### config.mk
export PLATFORM = sky130hd
export DESIGN_NAME = cfg_to_iosf_req_sequencer
export DESIGN_NICKNAME = d
export VERILOG_FILES = /design/src/rtl/cfg_to_iosf_req_sequencer.sv
export SDC_FILE = /design/constraint.sdc
export NUM_CORES = 1
export LEC_CHECK = 0
export CORE_UTILIZATION = 40
export DETAILED_ROUTE_END_ITERATION = 10
export GPL_TIMING_DRIVEN = 0
export HOLD_SLACK_MARGIN = 0.02
export PLACE_DENSITY_LB_ADDON = 0.1
export SYNTH_ARGS = -nofsm -noshare
export SYNTH_HDL_FRONTEND = slang
export SYNTH_SLANG_ARGS = --single-unit
### constraint.sdc
create_clock -name clk -period 4.3 [get_ports clk]
set_input_delay 0.86 -clock clk [delete_from_list [all_inputs] [get_ports clk]]
set_output_delay 0.86 -clock clk [all_outputs]
set_load 0.03 [all_outputs]
### src/rtl/cfg_to_iosf_req_sequencer.sv
// -----------------------------------------------------------------------------
// cfg_to_iosf_req_sequencer
//
// Read-side consumer of the cfg-to-IOSF dual-clock FIFO. It runs entirely in
// the FIFO read clock domain and handles one transaction at a time:
//   1. Pops one 69-bit config entry.
//   2. Presents it as a single-outstanding request with a valid/ready handshake.
//   3. Waits for the completion, or times out.
//   4. Returns a one-cycle response to the cfg side.
//
// Ports
//   clk, rst_n        FIFO read clock, asynchronous active-low reset
//   fifo_rdempty      FIFO empty flag
//   fifo_q            FIFO data (non-showahead, valid the cycle after rdreq)
//                     [68] is_write, [67:64] be, [63:32] addr, [31:0] wdata
//   fifo_rdreq        FIFO pop strobe
//   req_*             request channel (valid/ready), fields stable while valid
//   cpl_*             completion strobe with error flag and read data
//   rsp_*             one-cycle response pulse with read data and status
//   busy              transaction in progress (state is not IDLE)
//   err_count         saturating count of errored or timed-out transactions
//
// Reset aborts any transaction in flight without producing a response. An
// entry that was already popped from the FIFO is dropped.
// -----------------------------------------------------------------------------
module cfg_to_iosf_req_sequencer #(
  parameter int ADDR_W      = 32,
  parameter int TIMEOUT_CYC = 4096,
  parameter int CNT_W       = 16
) (
  input  logic              clk,
  input  logic              rst_n,
  input  logic              fifo_rdempty,
  input  logic [68:0]       fifo_q,
  output logic              fifo_rdreq,
  output logic              req_valid,
  input  logic              req_ready,
  output logic              req_write,
  output logic [3:0]        req_be,
  output logic [ADDR_W-1:0] req_addr,
  output logic [31:0]       req_wdata,
  input  logic              cpl_valid,
  input  logic              cpl_err,
  input  logic [31:0]       cpl_rdata,
  output logic              rsp_valid,
  output logic [31:0]       rsp_rdata,
  output logic              rsp_err,
  output logic              rsp_timeout,
  output logic              busy,
  output logic [CNT_W-1:0]  err_count
);

  typedef enum logic [2:0] {
    S_IDLE,
    S_FETCH,
    S_REQ,
    S_WAIT_CPL,
    S_RSP
  } state_t;

  // Counter value on the last WAIT_CPL cycle before the timeout fires.
  localparam logic [CNT_W-1:0] TMO_LAST = CNT_W'(TIMEOUT_CYC - 1);

  state_t              state_q, state_d;
  logic                run_q;
  logic                req_write_q, req_write_d;
  logic [3:0]          req_be_q, req_be_d;
  logic [ADDR_W-1:0]   req_addr_q, req_addr_d;
  logic [31:0]         req_wdata_q, req_wdata_d;
  logic [CNT_W-1:0]    tmo_cnt_q, tmo_cnt_d;
  logic                rsp_valid_q, rsp_valid_d;
  logic                rsp_err_q, rsp_err_d;
  logic                rsp_timeout_q, rsp_timeout_d;
  logic [31:0]         rsp_rdata_q, rsp_rdata_d;
  logic [CNT_W-1:0]    err_count_q, err_count_d;

  always_ff @(posedge clk or negedge rst_n) begin
    if (!rst_n) begin
      state_q       <= S_IDLE;
      run_q         <= 1'b0;
      req_write_q   <= 1'b0;
      req_be_q      <= '0;
      req_addr_q    <= '0;
      req_wdata_q   <= '0;
      tmo_cnt_q     <= '0;
      rsp_valid_q   <= 1'b0;
      rsp_err_q     <= 1'b0;
      rsp_timeout_q <= 1'b0;
      rsp_rdata_q   <= '0;
      err_count_q   <= '0;
    end else begin
      state_q       <= state_d;
      // Pops are held off until the first clock after reset release so that
      // fifo_rdreq stays low for the whole reset interval.
      run_q         <= 1'b1;
      req_write_q   <= req_write_d;
      req_be_q      <= req_be_d;
      req_addr_q    <= req_addr_d;
      req_wdata_q   <= req_wdata_d;
      tmo_cnt_q     <= tmo_cnt_d;
      rsp_valid_q   <= rsp_valid_d;
      rsp_err_q     <= rsp_err_d;
      rsp_timeout_q <= rsp_timeout_d;
      rsp_rdata_q   <= rsp_rdata_d;
      err_count_q   <= err_count_d;
    end
  end

  always_comb begin
    state_d       = state_q;
    req_write_d   = req_write_q;
    req_be_d      = req_be_q;
    req_addr_d    = req_addr_q;
    req_wdata_d   = req_wdata_q;
    tmo_cnt_d     = tmo_cnt_q;
    rsp_valid_d   = 1'b0;
    rsp_err_d     = 1'b0;
    rsp_timeout_d = 1'b0;
    rsp_rdata_d   = rsp_rdata_q;
    err_count_d   = err_count_q;
    fifo_rdreq    = 1'b0;
    req_valid     = 1'b0;

    case (state_q)
      S_IDLE: begin
        if (run_q && !fifo_rdempty) begin
          fifo_rdreq = 1'b1;
          state_d    = S_FETCH;
        end
      end

      // fifo_q is valid now, one cycle after the pop.
      S_FETCH: begin
        req_write_d = fifo_q[68];
        req_be_d    = fifo_q[67:64];
        req_addr_d  = fifo_q[32 +: ADDR_W];
        req_wdata_d = fifo_q[31:0];
        state_d     = S_REQ;
      end

      S_REQ: begin
        req_valid = 1'b1;
        if (req_ready) begin
          tmo_cnt_d = '0;
          state_d   = S_WAIT_CPL;
        end
      end

      // A completion takes priority over a timeout landing on the same cycle.
      S_WAIT_CPL: begin
        if (cpl_valid) begin
          rsp_valid_d = 1'b1;
          rsp_err_d   = cpl_err;
          rsp_rdata_d = (!req_write_q && !cpl_err) ? cpl_rdata : 32'h0;
          state_d     = S_RSP;
        end else if (tmo_cnt_q == TMO_LAST) begin
          rsp_valid_d   = 1'b1;
          rsp_err_d     = 1'b1;
          rsp_timeout_d = 1'b1;
          rsp_rdata_d   = 32'h0;
          state_d       = S_RSP;
        end else begin
          tmo_cnt_d = tmo_cnt_q + 1'b1;
        end
      end

      // Response pulse is on the outputs during this cycle.
      S_RSP: begin
        state_d = S_IDLE;
      end

      default: begin
        state_d = S_IDLE;
      end
    endcase

    // Counted on the same edge the errored response pulse is launched.
    if (rsp_err_d && (err_count_q != {CNT_W{1'b1}})) begin
      err_count_d = err_count_q + 1'b1;
    end
  end

  assign req_write   = req_write_q;
  assign req_be      = req_be_q;
  assign req_addr    = req_addr_q;
  assign req_wdata   = req_wdata_q;
  assign rsp_valid   = rsp_valid_q;
  assign rsp_err     = rsp_err_q;
  assign rsp_timeout = rsp_timeout_q;
  assign rsp_rdata   = rsp_rdata_q;
  assign busy        = (state_q != S_IDLE);
  assign err_count   = err_count_q;

endmodule

Yosys cells after proc, flatten, opt, wreduce, memory -nomap -nowiden
Index checks and enable logic that the tools add are counted. Widths: inputs -> output; s select.

Flip-flop bits (word level): 140. Output and inout bits: 123.

Add/subtract/negate cells: 2. Eq/ne operators: 10. Muxes and demuxes: 22. Reductions and logical operators: 13.

Operators by type and width (number): $mux 32 (3); $mux 16 (3); $add 16x1->16 const B (2); $pmux 16 s2 (1); $eq 16x12->1 const B (1); $ne 16x16->1 const B (1); $mux 3 (4); $pmux 3 s4 (1); $mux 1 (10); $ne 2x2->1 const B (4); $eq 3x2->1 const B (2); $reduce_and 4->1 (1); $reduce_bool 2->1 (2); $eq 3x1->1 const B (1); $logic_and 1x1->1 (3); $logic_not 1->1 (3); $logic_not 3->1 (1); $ne 3x3->1 const B (1); $reduce_and 3->1 (1); $reduce_bool 3->1 (1); $reduce_and 2->1 (1).

Depth between registers and ports, before layout
Gate-level depths: netlist (run 1).

Depth in word-level cells: 5. Gate-level depth with buffers: 8. Gate-level depth less buffers: 6.

Worst setup path before layout (run 1)
No wires, ideal clock.

Path type: register to output. Start point: reg state_q[1]. End point: out fifo_rdreq. Arrival: 1.463 ns. Required time: 3.440 ns. Slack: 1.977 ns. Cell stages (with the launch flop): 4. Buffers on the path: 1. Cell sequence: dfrtp_1 clkbuf_2 or3_1 nor2_1.

Word-level cells in the longest chain between the ends: 2.

Ends and longest elaborated chain: start, declared (line 64) `state_t state_q, state_d;`; start signal, assigned (line 92) `state_q <= state_d;`; $logic_not 3->1 (line 124) `case (state_q)`; $mux 1 (line 124); end, declared (line 35) `output logic fifo_rdreq,`.

Every way passes these cells.

Final worst setup path (run 1)
Start point: in fifo_rdempty. End point: out fifo_rdreq.

Word-level cells in the longest chain between the ends: 4.

Ends and longest elaborated chain: start, declared (line 33) `input logic fifo_rdempty,`; $logic_not 1->1 (line 126) `if (run_q && !fifo_rdempty) begin`; $logic_and 1x1->1 (line 126); $mux 1 (line 126); $mux 1 (line 124).

Every way passes these cells.

==> impl_results.md, run 1 <==
- Per-cell routed wire length: around 17 um
- GRT overflow: 0
- RSZ-0062 raised after global routing: no
- Via count: around 4300
- FMAX: around 0.33 GHz
- Setup Fix Bufs, Post-CTS: 0
- Num CTS Buffers: 17
- Final Max Tran Viols: 0
- Post-synthesis cell area: 0.005653 sq mm
- # DRC: 0
- Core box area: 0.01383 sq mm
- Clock-pin slew on the worst setup and hold paths: about 0.06 ns
- Yosys top cell area share: 61.97%
- Pwr Density: 758.4 mW/mm^2
- Max H-tree Level: 4
- Gr usage total: 21.04%
- YS warnings: 0
- Commonest non-fill, non-tap cell in the layout: clkdlybuf4s50_1
- Register area share after synthesis: 61.97%
- GRT met1 Usage: 24.49%
- Final setup fails: 0
- Area delta synth->final: 56.31%
- Worst Path Max Fanout: 2
- Ports: 230
- Core Rows: 43
- # port buffers: 229
- Worst slew margin: 53.34%
- Skew-Pair Late Insertion Delay: 0.42 ns
- First-pass DRT Iterations: 4
- Comb power frac: 45.4%
- Asr flop ratio synth: 100.0%
- Met3 global-route usage: 8.976%
- Filler cells: approximately 1100
- Final hold vios: 0
- Syn Inst Count: 413
- Switching part of the total power: 37.29%
- Clock power frac: 23.4%
- Most frequent cells in the layout: clkdlybuf4s50_1, dfrtp_1, mux2_2
- CTS tree: done
- Crit. End Element: primary output
- Die Span X: approximately 120 um
- Share of power burned in registers: 31.2%
- Initial cell density of the core: 40.88%
- First-pass GRT wire length: 23.14 mm
- Number of global-route vias before repair: 4497
- Avg Cell Area, Syn: around 14 sq um
- Post-Layout Cell Count: 855
- Hold Crit Class: input port to async pin
- Post-route ant nets: 0
- Synth Flop Type: dfrtp_1
- P_leak: 0.003705 uW
- Int Pwr: approximately 4200 uW
- Status: complete, no violations
- Number of synthesized flops with an enable pin: 0
- GR Util met2: 34.68%
- Slew @ Worst Pin: 0.6968 ns
- Avg Vias per Cell: just over 5
- Tmin final: about 3.0 ns
- CTS Sinks: 140
- Power Total: 6701 uW
- Die ar.: 0.01461 sq mm
- Unique masters post-synth: 46
- Pin count of the biggest net entering global routing: 102
- Synthesized flop and latch total: 140
- # hold bufs at CTS: 0
- Area leader, netlist: dfrtp_1
- HPWL after DPL: 10.77 mm
- Maximum buffer depth of the clock tree: 2
- Diodes inserted: 0
- Placed insts: 823
- Synth top area cells: dfrtp_1, mux2_2, a22o_1
- Worst path required time: 3.44 ns
- Final net count: 771
- Net switching power of the design: 2499 uW
- Crit Path Category: input port to primary output
- Crit path DAT: 2.16 ns
- Peak VDD IR: around 510 uV
- Initial antenna violation count: 0
- Syn nets: 522
- Worst Skew: 0.008278 ns
- Post-CTS sizing: 0
- Routability cong.: 0.7658
- Total routed wirelength: between 10 and 15 mm
- Period utilization: between 70% and 80%
- Busiest grt layer: met2
- Critical Path Source Type: input port
- Max_cap viols: 0
- Root Driver: clkbuf_16
- Die height: 120.9 um
- Proportion of layout cells with a drive suffix above 1: 17.48%
- Iter 0 DRT Violations: 186
==> routing by layer <==
layer  up-vias  share of wire [%]
met5         -                  0
met4         0                1.8
met3        18                7.3
met2       131                 51
met1      2152                 40
li1       1997                  -
==> cell type report <==
cell class              count  area (sq um)  area share, %
flip-flops and latches    140          3503          39.65
repair buffers            230          2321          26.27
multi-input cells         245          2031          22.98
clock buffers              17         425.4          4.815
well taps                 180         225.2          2.549
clock inverters            15         211.5          2.393
plain buffers              21         92.59          1.048
inverters                   7         26.28         0.2974
==> registers in the layout, summed over array words and instances, names as in the netlist <==
register	cells
rsp_rdata	32
err_count	16
req_wdata	32
rsp_err	1
req_be	4
req_write	1
rsp_valid	1
run_q	1
req_addr	32
tmo_cnt_q	16
state_q	3
rsp_timeout	1
==> synth_stat cells (2+ instances only) <==
library cell,instances
dfrtp_1,140
mux2_2,70
a22o_1,32
xnor2_1,21
clkbuf_1,15
nand2_1,15
nor2_1,13
nand4_1,12
o21ai_0,11
nand3_1,9
and4_1,7
inv_1,7
and2_1,5
nor3_1,5
buf_2,4
o31ai_1,4
and3_1,3
nand2b_1,3
nor2b_1,3
a21oi_1,2
a31oi_1,2
ha_1,2
nor4_1,2
or3_1,2
or4_1,2
xor2_1,2
==> kinds of logic (layout without fill, tap and decap cells) <==
| logic type | after synthesis | after routing | share of synthesized area (%) |
|---|---|---|---|
| flops | 140 | 140 | 61.97 |
| simple gates | 90 | 90 | 9.517 |
| mux | 70 | 70 | 13.94 |
| compound gates | 59 | 59 | 8.389 |
| buf+inv | 28 | 290 | 2.103 |
| xor+xnor | 23 | 23 | 3.564 |
| fa+ha+maj | 2 | 2 | 0.4426 |
| other cells | 1 | 1 | 0.06634 |
==> critical path, stage by stage <==
cell and delay, ns:
clkdlybuf4s50_1 0.39, nand2b_1 0.16, nor2_1 0.09, clkdlybuf4s50_1 0.66
==> path summary, 6_finish.rpt <==
check,startpoint,endpoint,slack [ns],cells after the start
worst max-delay path,fifo_rdempty,fifo_rdreq,1.28,4
worst min-delay path,rst_n,err_count[6],0.34,1
worst max register to register,tmo_cnt_q[0],rsp_rdata[21],1.99,8
worst min register to register,tmo_cnt_q[11],tmo_cnt_q[11],0.49,1
max in group asynchronous,rst_n,tmo_cnt_q[5],3.13,2
min in group clk,tmo_cnt_q[11],tmo_cnt_q[11],0.49,1
==> through the flow <==
| step | setup slack [ns] | hold WS [ns] | TNS [ns] | utilization [%] | area (sq um) |
|---|---|---|---|---|---|
| after floorplan | 1.977 | 0.4514 | 0 | - | 5653 |
| after global placement | -3.214 | 0.4710 | -447.65 | 59.09 | 8170 |
| after detailed placement | 1.282 | 0.4807 | 0 | 59.30 | 8199 |
| after CTS | 1.271 | 0.3484 | 0 | 63.90 | 8836 |
| after global routing | 1.223 | 0.3543 | 0 | 63.90 | 8836 |
| final | 1.283 | 0.3408 | 0 | 63.90 | 8836 |
==> power by group through the flow <==
stage               sequential [uW]  clock (uW)  combinational [uW]
floorplan                      3030           0                 783
global placement               2090           0                3020
detailed placement             2110           0                3060
CTS                            2100        1600                3070
global route                   2160        1650                3190
finish                         2090        1570                3040
No activity file was read; power rests on OpenSTA's default activity.
==> inputs of run 2 (changes only) <==
==> constraint.sdc (replaced) <==
create_clock -name clk -period 3 [get_ports clk]
set_input_delay 0.6 -clock clk [delete_from_list [all_inputs] [get_ports clk]]
set_output_delay 0.6 -clock clk [all_outputs]
set_load 0.03 [all_outputs]
==> results of run 2 <==
The final DEF is identical to that of run 1. Status: complete, no violations.
Main changes from that run: setup slack after placement 1.282 ns -> 0.3547 ns; setup slack after layout 1.283 ns -> 0.3203 ns; hold slack 0.3408 ns -> 0.08079 ns; start point of the critical path fifo_rdempty -> state_q[1]; register-to-register setup slack 1.99 ns -> 0.69 ns; total power 6701 uW -> 9605 uW; worst IR drop on VDD 515.0 uV -> 738.2 uV
==> inputs of run 3 (changes only) <==
--- a/config.mk
+++ b/config.mk
@@ -5,6 +5,7 @@
 export SDC_FILE = /design/constraint.sdc
 export NUM_CORES = 1
 export LEC_CHECK = 0
+export ABC_AREA = 0
 export CORE_UTILIZATION = 40
 export DETAILED_ROUTE_END_ITERATION = 10
 export GPL_TIMING_DRIVEN = 0
==> results of run 3 <==
The final DEF is identical to that of run 1. Status: complete, no violations.
Main changes from that run: setup slack after placement 1.282 ns -> 0.3547 ns; setup slack after layout 1.283 ns -> 0.3203 ns; hold slack 0.3408 ns -> 0.08079 ns; start point of the critical path fifo_rdempty -> state_q[1]; register-to-register setup slack 1.99 ns -> 0.69 ns; total power 6701 uW -> 9605 uW; worst IR drop on VDD 515.0 uV -> 738.2 uV
